## src/rtl/uart_transmitter.sv

```systemverilog
// UART transmitter: start bit, 8 data bits LSB first, even parity, stop bit.
// Bit timing counts OVERSAMPLE sample_ENABLE ticks per serial bit.
module uart_transmitter #(
  parameter int unsigned OVERSAMPLE = 16
) (
  input  logic       clk,
  input  logic       reset,
  input  logic       sample_ENABLE,
  input  logic       Tx_EN,
  input  logic       Tx_WR,
  input  logic [7:0] Tx_DATA,
  output logic       TxD,
  output logic       Tx_BUSY
);

  localparam int unsigned CNT_W = (OVERSAMPLE > 1) ? $clog2(OVERSAMPLE) : 1;
  localparam int unsigned IDX_W = 3;
  localparam logic [CNT_W-1:0] CNT_LAST = CNT_W'(OVERSAMPLE - 1);

  typedef enum logic [2:0] {
    IDLE   = 3'd0,
    START  = 3'd1,
    DATA   = 3'd2,
    PARITY = 3'd3,
    STOP   = 3'd4
  } state_e;

  state_e           state_q, state_d;
  logic [CNT_W-1:0] cnt_q,   cnt_d;
  logic [IDX_W-1:0] idx_q,   idx_d;
  logic [7:0]       data_q,  data_d;
  logic             par_q,   par_d;
  logic             txd_q,   txd_d;
  logic             busy_q,  busy_d;

  // Next-state: frame sequencing on tick boundaries, abort on Tx_EN low
  always_comb begin
    state_d = state_q;
    cnt_d   = cnt_q;
    idx_d   = idx_q;
    data_d  = data_q;
    par_d   = par_q;

    case (state_q)
      IDLE: begin
        if (Tx_EN && Tx_WR) begin
          state_d = START;
          data_d  = Tx_DATA;
          par_d   = ^Tx_DATA;
          cnt_d   = '0;
          idx_d   = '0;
        end
      end
      default: begin
        if (!Tx_EN) begin
          state_d = IDLE;
          cnt_d   = '0;
          idx_d   = '0;
        end else if (sample_ENABLE) begin
          if (cnt_q == CNT_LAST) begin
            cnt_d = '0;
            case (state_q)
              START: begin
                state_d = DATA;
                idx_d   = '0;
              end
              DATA: begin
                if (idx_q == IDX_W'(7)) begin
                  state_d = PARITY;
                  idx_d   = '0;
                end else begin
                  idx_d = idx_q + IDX_W'(1);
                end
              end
              PARITY:  state_d = STOP;
              STOP:    state_d = IDLE;
              default: state_d = IDLE;
            endcase
          end else begin
            cnt_d = cnt_q + CNT_W'(1);
          end
        end
      end
    endcase
  end

  // Line level and busy follow the state being entered, so they change with it
  always_comb begin
    txd_d  = 1'b1;
    busy_d = (state_d != IDLE);
    case (state_d)
      IDLE:    txd_d = 1'b1;
      START:   txd_d = 1'b0;
      DATA:    txd_d = data_d[idx_d];
      PARITY:  txd_d = par_d;
      STOP:    txd_d = 1'b1;
      default: txd_d = 1'b1;
    endcase
  end

  always_ff @(posedge clk or negedge reset) begin
    if (!reset) begin
      state_q <= IDLE;
      cnt_q   <= '0;
      idx_q   <= '0;
      data_q  <= 8'h00;
      par_q   <= 1'b0;
      txd_q   <= 1'b1;
      busy_q  <= 1'b0;
    end else begin
      state_q <= state_d;
      cnt_q   <= cnt_d;
      idx_q   <= idx_d;
      data_q  <= data_d;
      par_q   <= par_d;
      txd_q   <= txd_d;
      busy_q  <= busy_d;
    end
  end

  assign TxD     = txd_q;
  assign Tx_BUSY = busy_q;

endmodule

```

## config.mk

```make
export PLATFORM = sky130hd
export DESIGN_NAME = uart_transmitter
export DESIGN_NICKNAME = d
export VERILOG_FILES = /design/src/rtl/uart_transmitter.sv
export SDC_FILE = /design/constraint.sdc
export NUM_CORES = 1
export LEC_CHECK = 0
export BUFFER_PORTS_ARGS = -buffer_cell sky130_fd_sc_hd__buf_2
export CAP_MARGIN = 15
export CORE_ASPECT_RATIO = 0.8
export CORE_MARGIN = 2
export CORE_UTILIZATION = 30
export DETAILED_ROUTE_END_ITERATION = 16
export PLACE_DENSITY = 0.56
export REMOVE_ABC_BUFFERS = 1
export SLEW_MARGIN = 25
export SYNTH_ARGS = -nofsm -noshare
export SYNTH_HDL_FRONTEND = slang
export SYNTH_SLANG_ARGS = --single-unit
```

## constraint.sdc

```tcl
create_clock -name clk -period 2.1 [get_ports clk]
set_input_delay 0.42 -clock clk [delete_from_list [all_inputs] [get_ports clk]]
set_output_delay 0.42 -clock clk [all_outputs]
set_load 0.02 [all_outputs]
```

==> impl_metrics.csv, run 1 <==
group,metric,value,unit
setup_path,crit_family,"simple AND/OR/NAND/NOR gates",
route,routed_wl,2470,um
cells_and_area,multi_input_area,653.1,um2
cts,cts_sinks,21,
status,violations,"setup timing",
setup_path,crit_chain,"ha_2, and4_4, and3_4, nor4b_4, a22o_4, mux4_2, nand2b_4, o211a_1",
setup_path,critical_path_class,"reg -> reg",
flow_run,drv_cap,0,
synth,ys_seq_area_frac,0.4358,
route,drt_iter0_markers,35,
setup_path,critPathLaunchType,"flop",
floorplan,num_rows,20,
cts,postCtsHoldBufs,0,
route,ant_nets,0,
cts,clk_pin_slew,0.08,ns
route,drc_errors,0,
floorplan,die_w,74.97,um
timing,report.final.setup_viol,1,
timing,setup_slack,-0.1952,ns
cts,clk_latency,0.26,ns
place,gp_congestion,0.7604,
synth,synth-main-ff-cell,"dfrtp_1",
global_routing,grt_pass1_wl,4167,um
timing,final_hold_viol_count,0,
timing,fmax,435.7,MHz
timing,tightest_slew,0.4818,ns
cells_and_area,synthToLayoutAreaGrowth,28.47,%
route,dr.pass1.iters,4,
synth,netlist_area,0.001209,mm2
setup_path,required,2.29,ns
floorplan,die-area,0.004556,mm2
floorplan,dieHeight,60.77,um
cells_and_area,n_fill_cell,371,
timing,relSlewSlack,0.6788,
cts,cts_tree,"built",
cts,cts_max_path_buffers,2,
global_routing,overflow,0,
synth,synth_top_area_frac,0.4141,
floorplan,coreArea,0.003829,mm2
timing,tns,-0.1952,ns
floorplan,ios,15,
setup_path,critPathMaxStageDelay,0.48,ns
route,post_drt_wl_per_cell,12.29,um
global_routing,grt_max_degree,22,
setup_path,worst-path-buf-inv,0,
power_and_ir_drop,p_per_area,600.0,mW/mm2
synth,synth.avg_cell_area,11.09,um2
synth,synth-seq-cells,21,
cts,cts_buffers,3,
place,dpl.hpwl,1928,um
global_routing,grt_pass1_vias,902,
cells_and_area,final_area,0.001553,mm2
setup_path,reg2reg_slack,-0.20,ns
cells_and_area,drive_gt1_frac,0.4315,
place,place_ws,-0.2256,ns
synth,synth_edf_count,0,
worst_hold_path,min_path_type,"in -> async",
timing,worst_clock_skew,0.0008875,ns
global_routing,grt_usage,0.1212,
setup_path,cp.arrival,2.49,ns
status,status,"finished with violations",
power_and_ir_drop,ir_worst_vdd,0.3301,mV
timing,holdWs,0.1106,ns
cells_and_area,finalNetCount,163,
timing,rsz0062_at_grt,"true",
synth,synth.area.top_cells,"dfrtp_1 (41%), mux2_2 (8.4%), xnor2_1 (5.1%)",
setup_path,crit_fanout,3,
synth,yosysTopAreaCell,"dfrtp_1",
setup_path,slowest_stage,"mux4_2",
cells_and_area,seqCellArea,526.8,um2
setup_path,end_kind,"flop",
synth,ys_types,36,
power_and_ir_drop,power_leakage,0.7275,nW
synth,synth_cells,109,
route,vias_per_cell,4.677,
timing,fin_crit_sh,1.093,
route,vias,940,
timing,maxSlewViolCount,0,
floorplan,start_util,0.3157,
cts,h-tree-depth,1,
synth,async_reset_ff_frac,1.000,
synth,ys_warn_count,0,
cells_and_area,antenna-diode-count,0,
cts,cts_root_buf,"clkbuf_8",
place,dpl_cell_area,0.001469,mm2
timing,period_minus_slack,2.295,ns
place,io_buffers,14,
global_routing,antenna_found_initial,0,
per-layer routing:
layer	routed length, um	share of wire	vias to the layer above	track usage
li1	-	-	463	-
met1	1188	0.48	446	0.1757
met2	1118	0.45	29	0.1817
met3	144	0.058	2	0.02824
met4	19	0.0077	0	0.03316
met5	0	0	-	0
worst paths after layout:
kind | start | end | cells after the start
worst max-delay path | cnt_q[0]$_DFFE_PN0P_ | TxD$_DFF_PN1_ | 8
worst min-delay path | reset | Tx_BUSY$_DFF_PN0_ | 1
worst max register to register | cnt_q[0]$_DFFE_PN0P_ | TxD$_DFF_PN1_ | 8
worst min register to register | data_q[1]$_DFF_PN0_ | data_q[1]$_DFF_PN0_ | 1
max in group asynchronous | reset | TxD$_DFF_PN1_ | 1
min in group clk | Tx_DATA[2] | data_q[2]$_DFF_PN0_ | 2
layout by cell type (no fill, tap or decap), drive strengths merged, types with 2 or more instances in the layout:
cell,Yosys,final
buf,3,36
dfrtp,20,20
nand2,12,12
mux2,9,9
o21ai,7,7
xnor2,7,7
inv,6,6
nand3,6,6
nor2,5,5
mux2i,4,4
a21oi,3,3
clkbuf,0,3
ha,3,3
a22o,3,3
nand4,2,2
xor2,2,2
and4,2,2
flip-flops by register name (all words and copies together) (netlist names):
register  count
par_q         1
idx_q         3
TxD           1
cnt_q         4
state_q       3
Tx_BUSY       1
data_q        8
timing repair:
item,CTS,global route
buffers inserted,1,2
endpoints found under the setup margin,1,1
cloned,0,0
pin swaps,2,2
resized for setup,2,1
cell families after synthesis:
group | synth area share
AOI/OAI and AO/OA | 0.1108
xor gates and xnor gates | 0.06522
adders and majority gates | 0.03106
buffers and inverters | 0.03623
DFF | 0.4358
muxes | 0.1356
and+or+nand+nor | 0.1853
through the flow:
step                        util  total power (W)  std cells
after floorplan                -        0.0005861        106
after global placement    0.3837        0.0006563        194
after detailed placement  0.3837        0.0006632        194
after CTS                 0.4003        0.0009324        199
after global routing      0.4056        0.0009753        201
final                     0.4056        0.0009316        201
area by class of cell:
cell class,count,share of cell area
clock buffer,3,0.02659
clock inverter,1,0.003223
inverter,6,0.01450
multi-input combinational,79,0.4206
sequential,21,0.3392
tap,55,0.04432
timing repair buffer,36,0.1515
cell usage after synthesis (2+ instances only):
master,count
dfrtp_1,20
nand2_1,12
mux2_2,9
o21ai_0,7
xnor2_1,7
inv_1,6
nand3_1,6
mux2i_1,4
nor2_1,4
a21oi_1,3
ha_1,3
buf_2,2
nand4_1,2
xor2_1,2
power breakdown:
group | switching (W) | internal [W]
combinational | 0.0000961 | 0.000106
clock | 0.000137 | 0.000132
sequential | 0.0000121 | 0.000449
Note: power is estimated with default switching activity, not from simulation.
==> inputs of run 2 (changes only) <==
--- a/config.mk
+++ b/config.mk
@@ -8,7 +8,6 @@
 export BUFFER_PORTS_ARGS = -buffer_cell sky130_fd_sc_hd__buf_2
 export CAP_MARGIN = 15
 export CORE_ASPECT_RATIO = 0.8
-export CORE_MARGIN = 2
 export CORE_UTILIZATION = 30
 export DETAILED_ROUTE_END_ITERATION = 16
 export PLACE_DENSITY = 0.56
==> run 2 against run 1 <==
- the run still ends with setup timing left
- flip-flop and latch count did not move
- combinational power about the same
- global-route usage grew 0.70 points
- final area rose by 0.16%
- non-clock buffer count did not move
- register-to-register slack better by 0.03 ns
- total power decreased by 1.3%
- routed wire length increased by 0.81%
- largest power group unchanged
- highest routed layer unchanged
==> impl_metrics.csv, run 2 (synthesis results as in run 1) <==
group,metric,value,unit
status,status,"finished with violations",
status,violations,"setup timing",
floorplan,coreArea,0.003829,mm2
global_routing,grt_pass1_wl,4153,um
setup_path,slowest_stage,"mux4_2",
cells_and_area,n_fill_cell,370,
place,place_ws,-0.2466,ns
global_routing,grt_max_degree,22,
setup_path,crit_fanout,3,
power_and_ir_drop,ir_worst_vdd,0.4064,mV
setup_path,critical_path_class,"reg -> reg",
timing,maxSlewViolCount,0,
cells_and_area,final_area,0.001555,mm2
cts,clk_latency,0.25,ns
flow_run,drv_cap,0,
place,dpl_cell_area,0.001476,mm2
floorplan,start_util,0.3157,
timing,setup_slack,-0.1643,ns
setup_path,required,2.29,ns
cells_and_area,finalNetCount,163,
setup_path,crit_family,"simple AND/OR/NAND/NOR gates",
power_and_ir_drop,power_leakage,0.7262,nW
place,gp_congestion,0.8325,
global_routing,grt_pass1_vias,934,
timing,fin_crit_sh,1.078,
timing,period_minus_slack,2.264,ns
cts,cts_sinks,21,
cts,postCtsHoldBufs,0,
route,vias,923,
route,routed_wl,2490,um
cts,cts_root_buf,"clkbuf_8",
worst_hold_path,min_path_type,"in -> async",
setup_path,critPathMaxStageDelay,0.49,ns
floorplan,num_rows,20,
setup_path,crit_chain,"ha_2, and4_4, and3_4, nor4b_4, a22o_4, mux4_2, nand2b_4, o211a_1",
cts,clk_pin_slew,0.07,ns
cts,cts_max_path_buffers,2,
timing,rsz0062_at_grt,"true",
cells_and_area,synthToLayoutAreaGrowth,28.67,%
cells_and_area,antenna-diode-count,0,
timing,tns,-0.1643,ns
timing,final_hold_viol_count,0,
route,post_drt_wl_per_cell,12.39,um
cts,cts_buffers,3,
route,drc_errors,0,
cells_and_area,layoutNonFillerInstCount,201,
floorplan,die_w,72.97,um
timing,report.final.setup_viol,1,
cells_and_area,seqCellArea,526.8,um2
cells_and_area,largest_register_ffs,8,
route,dr.pass1.iters,4,
global_routing,grt_usage,0.1282,
place,dpl.hpwl,1958,um
power_and_ir_drop,p_per_area,591.1,mW/mm2
floorplan,ios,15,
cells_and_area,final_cell_mix,"buf_4 (21), dfrtp_1 (20), buf_2 (14), nand2_1 (12), mux2_2 (9)",
timing,worst_clock_skew,0.002205,ns
cells_and_area,fin_util,0.4062,
floorplan,dieHeight,58.77,um
cells_and_area,drive_gt1_frac,0.4247,
route,ant_nets,0,
timing,relSlewSlack,0.6784,
cells_and_area,final_common_cell,"buf_4",
route,drt_iter0_markers,25,
cells_and_area,largest-register,"data_q",
place,dp.cells,195,
cells_and_area,multi_input_area,653.1,um2
global_routing,antenna_found_initial,0,
setup_path,worst-path-buf-inv,0,
setup_path,cp.arrival,2.45,ns
cells_and_area,top_regs,"data_q (8), cnt_q (4)",
cts,cts_tree,"built",
timing,fmax,441.6,MHz
route,vias_per_cell,4.592,
place,io_buffers,14,
global_routing,overflow,0,
setup_path,end_kind,"flop",
floorplan,die-area,0.004288,mm2
cts,h-tree-depth,1,
setup_path,critPathLaunchType,"flop",
timing,tightest_slew,0.4780,ns
-- run 2: cell count changes in the layout (fill, tap and decap cells not counted) --
cell      delta
clkinv_2     -1
clkbuf_1     +1
buf_6        +1
buf_4        -1
-- run 2: worst register-to-register path: cells and delay by family (launching register included) --
kind | cells | cell delay, ns
AO/OA/AOI/OAI | 2 | 0.33
flip-flops | 1 | 0.39
multiplexers | 1 | 0.49
AND/OR/NAND/NOR | 4 | 0.81
adder cells (fa/ha/maj) | 1 | 0.19
-- run 2: layout make-up --
| cell class | count | share of cell area |
|---|---|---|
| multi-input combinational | 79 | 0.4200 |
| sequential | 21 | 0.3387 |
| timing repair buffer | 36 | 0.1537 |
| clock buffer | 4 | 0.02896 |
| inverter | 6 | 0.01448 |
| tap | 55 | 0.04425 |
-- run 2: repair_timing --
| item | 4_1_cts | 5_1_grt |
|---|---|---|
| gates cloned | 0 | 0 |
| resized for setup | 3 | 1 |
| setup endpoints to repair | 1 | 1 |
| pin swaps | 5 | 3 |
| buffers inserted | 1 | 1 |
-- run 2: stage by stage --
stage / hold WS [ns] / total power (W)
after global placement: 0.3970 / 0.0006552
after global routing: 0.1349 / 0.0009760
after CTS: 0.1209 / 0.0009376
after detailed placement: 0.4087 / 0.0006637
final: 0.1061 / 0.0009193
after floorplan: 0.1244 / 0.0005861
-- run 2: path summary, 6_finish.rpt --
path,end,from,slack (ns),depth (start not counted)
max,TxD$_DFF_PN1_,cnt_q[0]$_DFFE_PN0P_,-0.16,8
min,cnt_q[3]$_DFFE_PN0P_,reset,0.11,1
max reg2reg,TxD$_DFF_PN1_,cnt_q[0]$_DFFE_PN0P_,-0.16,8
min reg2reg,data_q[0]$_DFF_PN0_,data_q[0]$_DFF_PN0_,0.50,1
max in group asynchronous,TxD$_DFF_PN1_,reset,1.65,1
min in group clk,data_q[2]$_DFF_PN0_,Tx_DATA[2],0.44,2
-- run 2: layer usage --
layer	vias to the layer above	wire length, um	track usage
met1	444	1204	0.1703
met4	0	26	0.07003
met3	4	56	0.02055
li1	459	-	-
met5	-	0	0
met2	16	1203	0.2016
-- run 2: where the power goes --
group | internal, W | switching (W)
Combinational | 0.000105 | 0.0000953
Sequential | 0.000449 | 0.0000133
Clock | 0.000135 | 0.000122
==> inputs of run 3 (changes only) <==
--- a/config.mk
+++ b/config.mk
@@ -10,7 +10,7 @@
 export CORE_ASPECT_RATIO = 0.8
 export CORE_UTILIZATION = 30
 export DETAILED_ROUTE_END_ITERATION = 16
-export PLACE_DENSITY = 0.56
+export PLACE_DENSITY = 0.46
 export REMOVE_ABC_BUFFERS = 1
 export SLEW_MARGIN = 25
 export SYNTH_ARGS = -nofsm -noshare
==> run 3 against run 2 <==
- the run still ends with setup timing left
- flip-flop and latch count unchanged
- sequential power about the same
- worst setup slack lost 0.023 ns
- final area about the same
- first-iteration DRC count up 40%
- cell count unchanged
- largest cell class unchanged
==> impl_metrics.csv, run 3 (synthesis results as in run 1) <==
group,metric,value,unit
cells_and_area,antenna-diode-count,0,
cells_and_area,drive_gt1_frac,0.4315,
timing,maxSlewViolCount,0,
status,violations,"setup timing",
cells_and_area,synthToLayoutAreaGrowth,28.78,%
timing,holdWs,0.09501,ns
cells_and_area,fin_util,0.4065,
route,vias_per_cell,4.537,
cells_and_area,final_cell_mix,"buf_4 (22), dfrtp_1 (20), buf_2 (14), nand2_1 (12), mux2_2 (9)",
route,drt_iter0_markers,35,
route,post_drt_wl_per_cell,12.69,um
power_and_ir_drop,p_per_area,599.9,mW/mm2
floorplan,die-area,0.004288,mm2
place,gp_congestion,0.8667,
floorplan,dieHeight,58.77,um
floorplan,start_util,0.3157,
setup_path,crit_family,"simple AND/OR/NAND/NOR gates",
setup_path,crit_chain,"ha_2, and4_4, and3_4, nor4b_4, a22o_4, mux4_2, nand2b_4, o211a_1",
status,status,"finished with violations",
flow_run,drv_cap,0,
global_routing,met1_usage,0.2060,
cells_and_area,largest-register,"data_q",
place,dp.cells,193,
floorplan,ios,15,
cts,cts_sinks,21,
setup_path,required,2.30,ns
setup_path,critPathMaxStageDelay,0.48,ns
floorplan,die_w,72.97,um
global_routing,busiest_layer,"met1",
power_and_ir_drop,ir_worst_vdd,0.3653,mV
floorplan,coreArea,0.003829,mm2
timing,tightest_slew,0.4544,ns
route,ant_nets,0,
setup_path,slowest_stage,"mux4_2",
place,place_ws,-0.2234,ns
setup_path,critPathLaunchType,"flop",
cells_and_area,final_common_cell,"buf_4",
cts,clk_latency,0.26,ns
cells_and_area,finalNetCount,163,
global_routing,grt_max_degree,22,
cts,cts_tree,"built",
cts,cts_buffers,3,
global_routing,grt_usage,0.1398,
floorplan,num_rows,20,
timing,rsz0062_at_grt,"true",
timing,period_minus_slack,2.287,ns
timing,report.final.setup_viol,1,
route,vias,912,
place,io_buffers,14,
timing,fin_crit_sh,1.089,
cells_and_area,top_regs,"data_q (8), cnt_q (4)",
route,routed_wl,2551,um
global_routing,met2_usage,0.2056,
setup_path,worst-path-buf-inv,0,
setup_path,critical_path_class,"reg -> reg",
timing,setup_slack,-0.1872,ns
global_routing,grt_pass1_vias,940,
route,drc_errors,0,
route,dr.pass1.iters,4,
global_routing,overflow,0,
setup_path,crit_fanout,3,
cells_and_area,largest_register_ffs,8,
setup_path,cp.arrival,2.48,ns
cells_and_area,n_fill_cell,377,
worst_hold_path,min_path_type,"in -> async",
timing,worst_clock_skew,0.001265,ns
timing,final_hold_viol_count,0,
place,dpl.hpwl,1980,um
cts,cts_max_path_buffers,2,
timing,fmax,437.2,MHz
cts,h-tree-depth,1,
cts,clk_pin_slew,0.08,ns
cells_and_area,layoutNonFillerInstCount,201,
setup_path,end_kind,"flop",
global_routing,met3_usage,0.03425,
power_and_ir_drop,power_leakage,0.7247,nW
global_routing,grt_pass1_wl,4498,um
cts,cts_root_buf,"clkbuf_8",
timing,relSlewSlack,0.6970,
global_routing,antenna_found_initial,0,
-- run 3: cell count changes in the layout (fill, tap and decap cells not counted), sizes merged --
cell	change
clkbuf	-1
clkinvlp	+1
-- run 3: cell type report --
type | count | area, um2 | share of cell area
clock inverters | 1 | 7.507 | 0.004823
multi-input cells | 79 | 654.4 | 0.4204
clock buffers | 3 | 41.29 | 0.02653
inverters | 6 | 22.52 | 0.01447
flip-flops and latches | 21 | 526.8 | 0.3384
repair buffers | 36 | 235.2 | 0.1511
well taps | 55 | 68.82 | 0.04421
-- run 3: worst paths after layout --
kind	slack [ns]	startpoint	depth (start not counted)	to
setup / recovery	-0.19	cnt_q[0]$_DFFE_PN0P_	8	TxD$_DFF_PN1_
hold / removal	0.1	reset	1	cnt_q[1]$_DFFE_PN0P_
setup reg to reg	-0.19	cnt_q[0]$_DFFE_PN0P_	8	TxD$_DFF_PN1_
hold reg to reg	0.51	data_q[6]$_DFF_PN0_	1	data_q[6]$_DFF_PN0_
max in group asynchronous	1.66	reset	1	TxD$_DFF_PN1_
min in group clk	0.43	Tx_DATA[3]	2	data_q[3]$_DFF_PN0_
-- run 3: through the flow --
| step | area, um2 | power (W) | setup TNS (ns) |
|---|---|---|---|
| after floorplan | 1187 | 0.0005861 | -0.2176 |
| after global placement | 1461 | 0.0006574 | -0.1677 |
| after detailed placement | 1461 | 0.0006609 | -0.2234 |
| after CTS | 1541 | 0.0009497 | -0.2040 |
| after global routing | 1556 | 0.0009876 | -0.2696 |
| final | 1556 | 0.0009337 | -0.1872 |
-- run 3: what timing repair did --
item	CTS	global route
hold endpoints to repair	0	0
buffers inserted	2	2
pin swaps	3	3
setup endpoints to repair	1	1
hold buffers	0	0
gates resized for setup	3	0
-- run 3: worst reg2reg max path, stage by stage (launching register included) --
cell	delay, ns
dfrtp_1	0.39
ha_2	0.19
and4_4	0.18
and3_4	0.18
nor4b_4	0.34
a22o_4	0.20
mux4_2	0.48
nand2b_4	0.14
o211a_1	0.11
-- run 3: report_power, final --
part / leakage [nW] / switching (W) / internal (W)
Sequential: 0.266 / 0.0000124 / 0.000449
Combinational: 0.437 / 0.0000961 / 0.000104
Clock: 0.0217 / 0.000139 / 0.000134
-- run 3: layer usage --
| metal | part of all wire | vias to the layer above | wire [um] |
|---|---|---|---|
| met2 | 0.40 | 13 | 1031 |
| met4 | 0.0031 | 0 | 8 |
| met1 | 0.56 | 438 | 1429 |
| li1 | - | 459 | - |
| met5 | 0 | - | 0 |
| met3 | 0.032 | 2 | 81 |
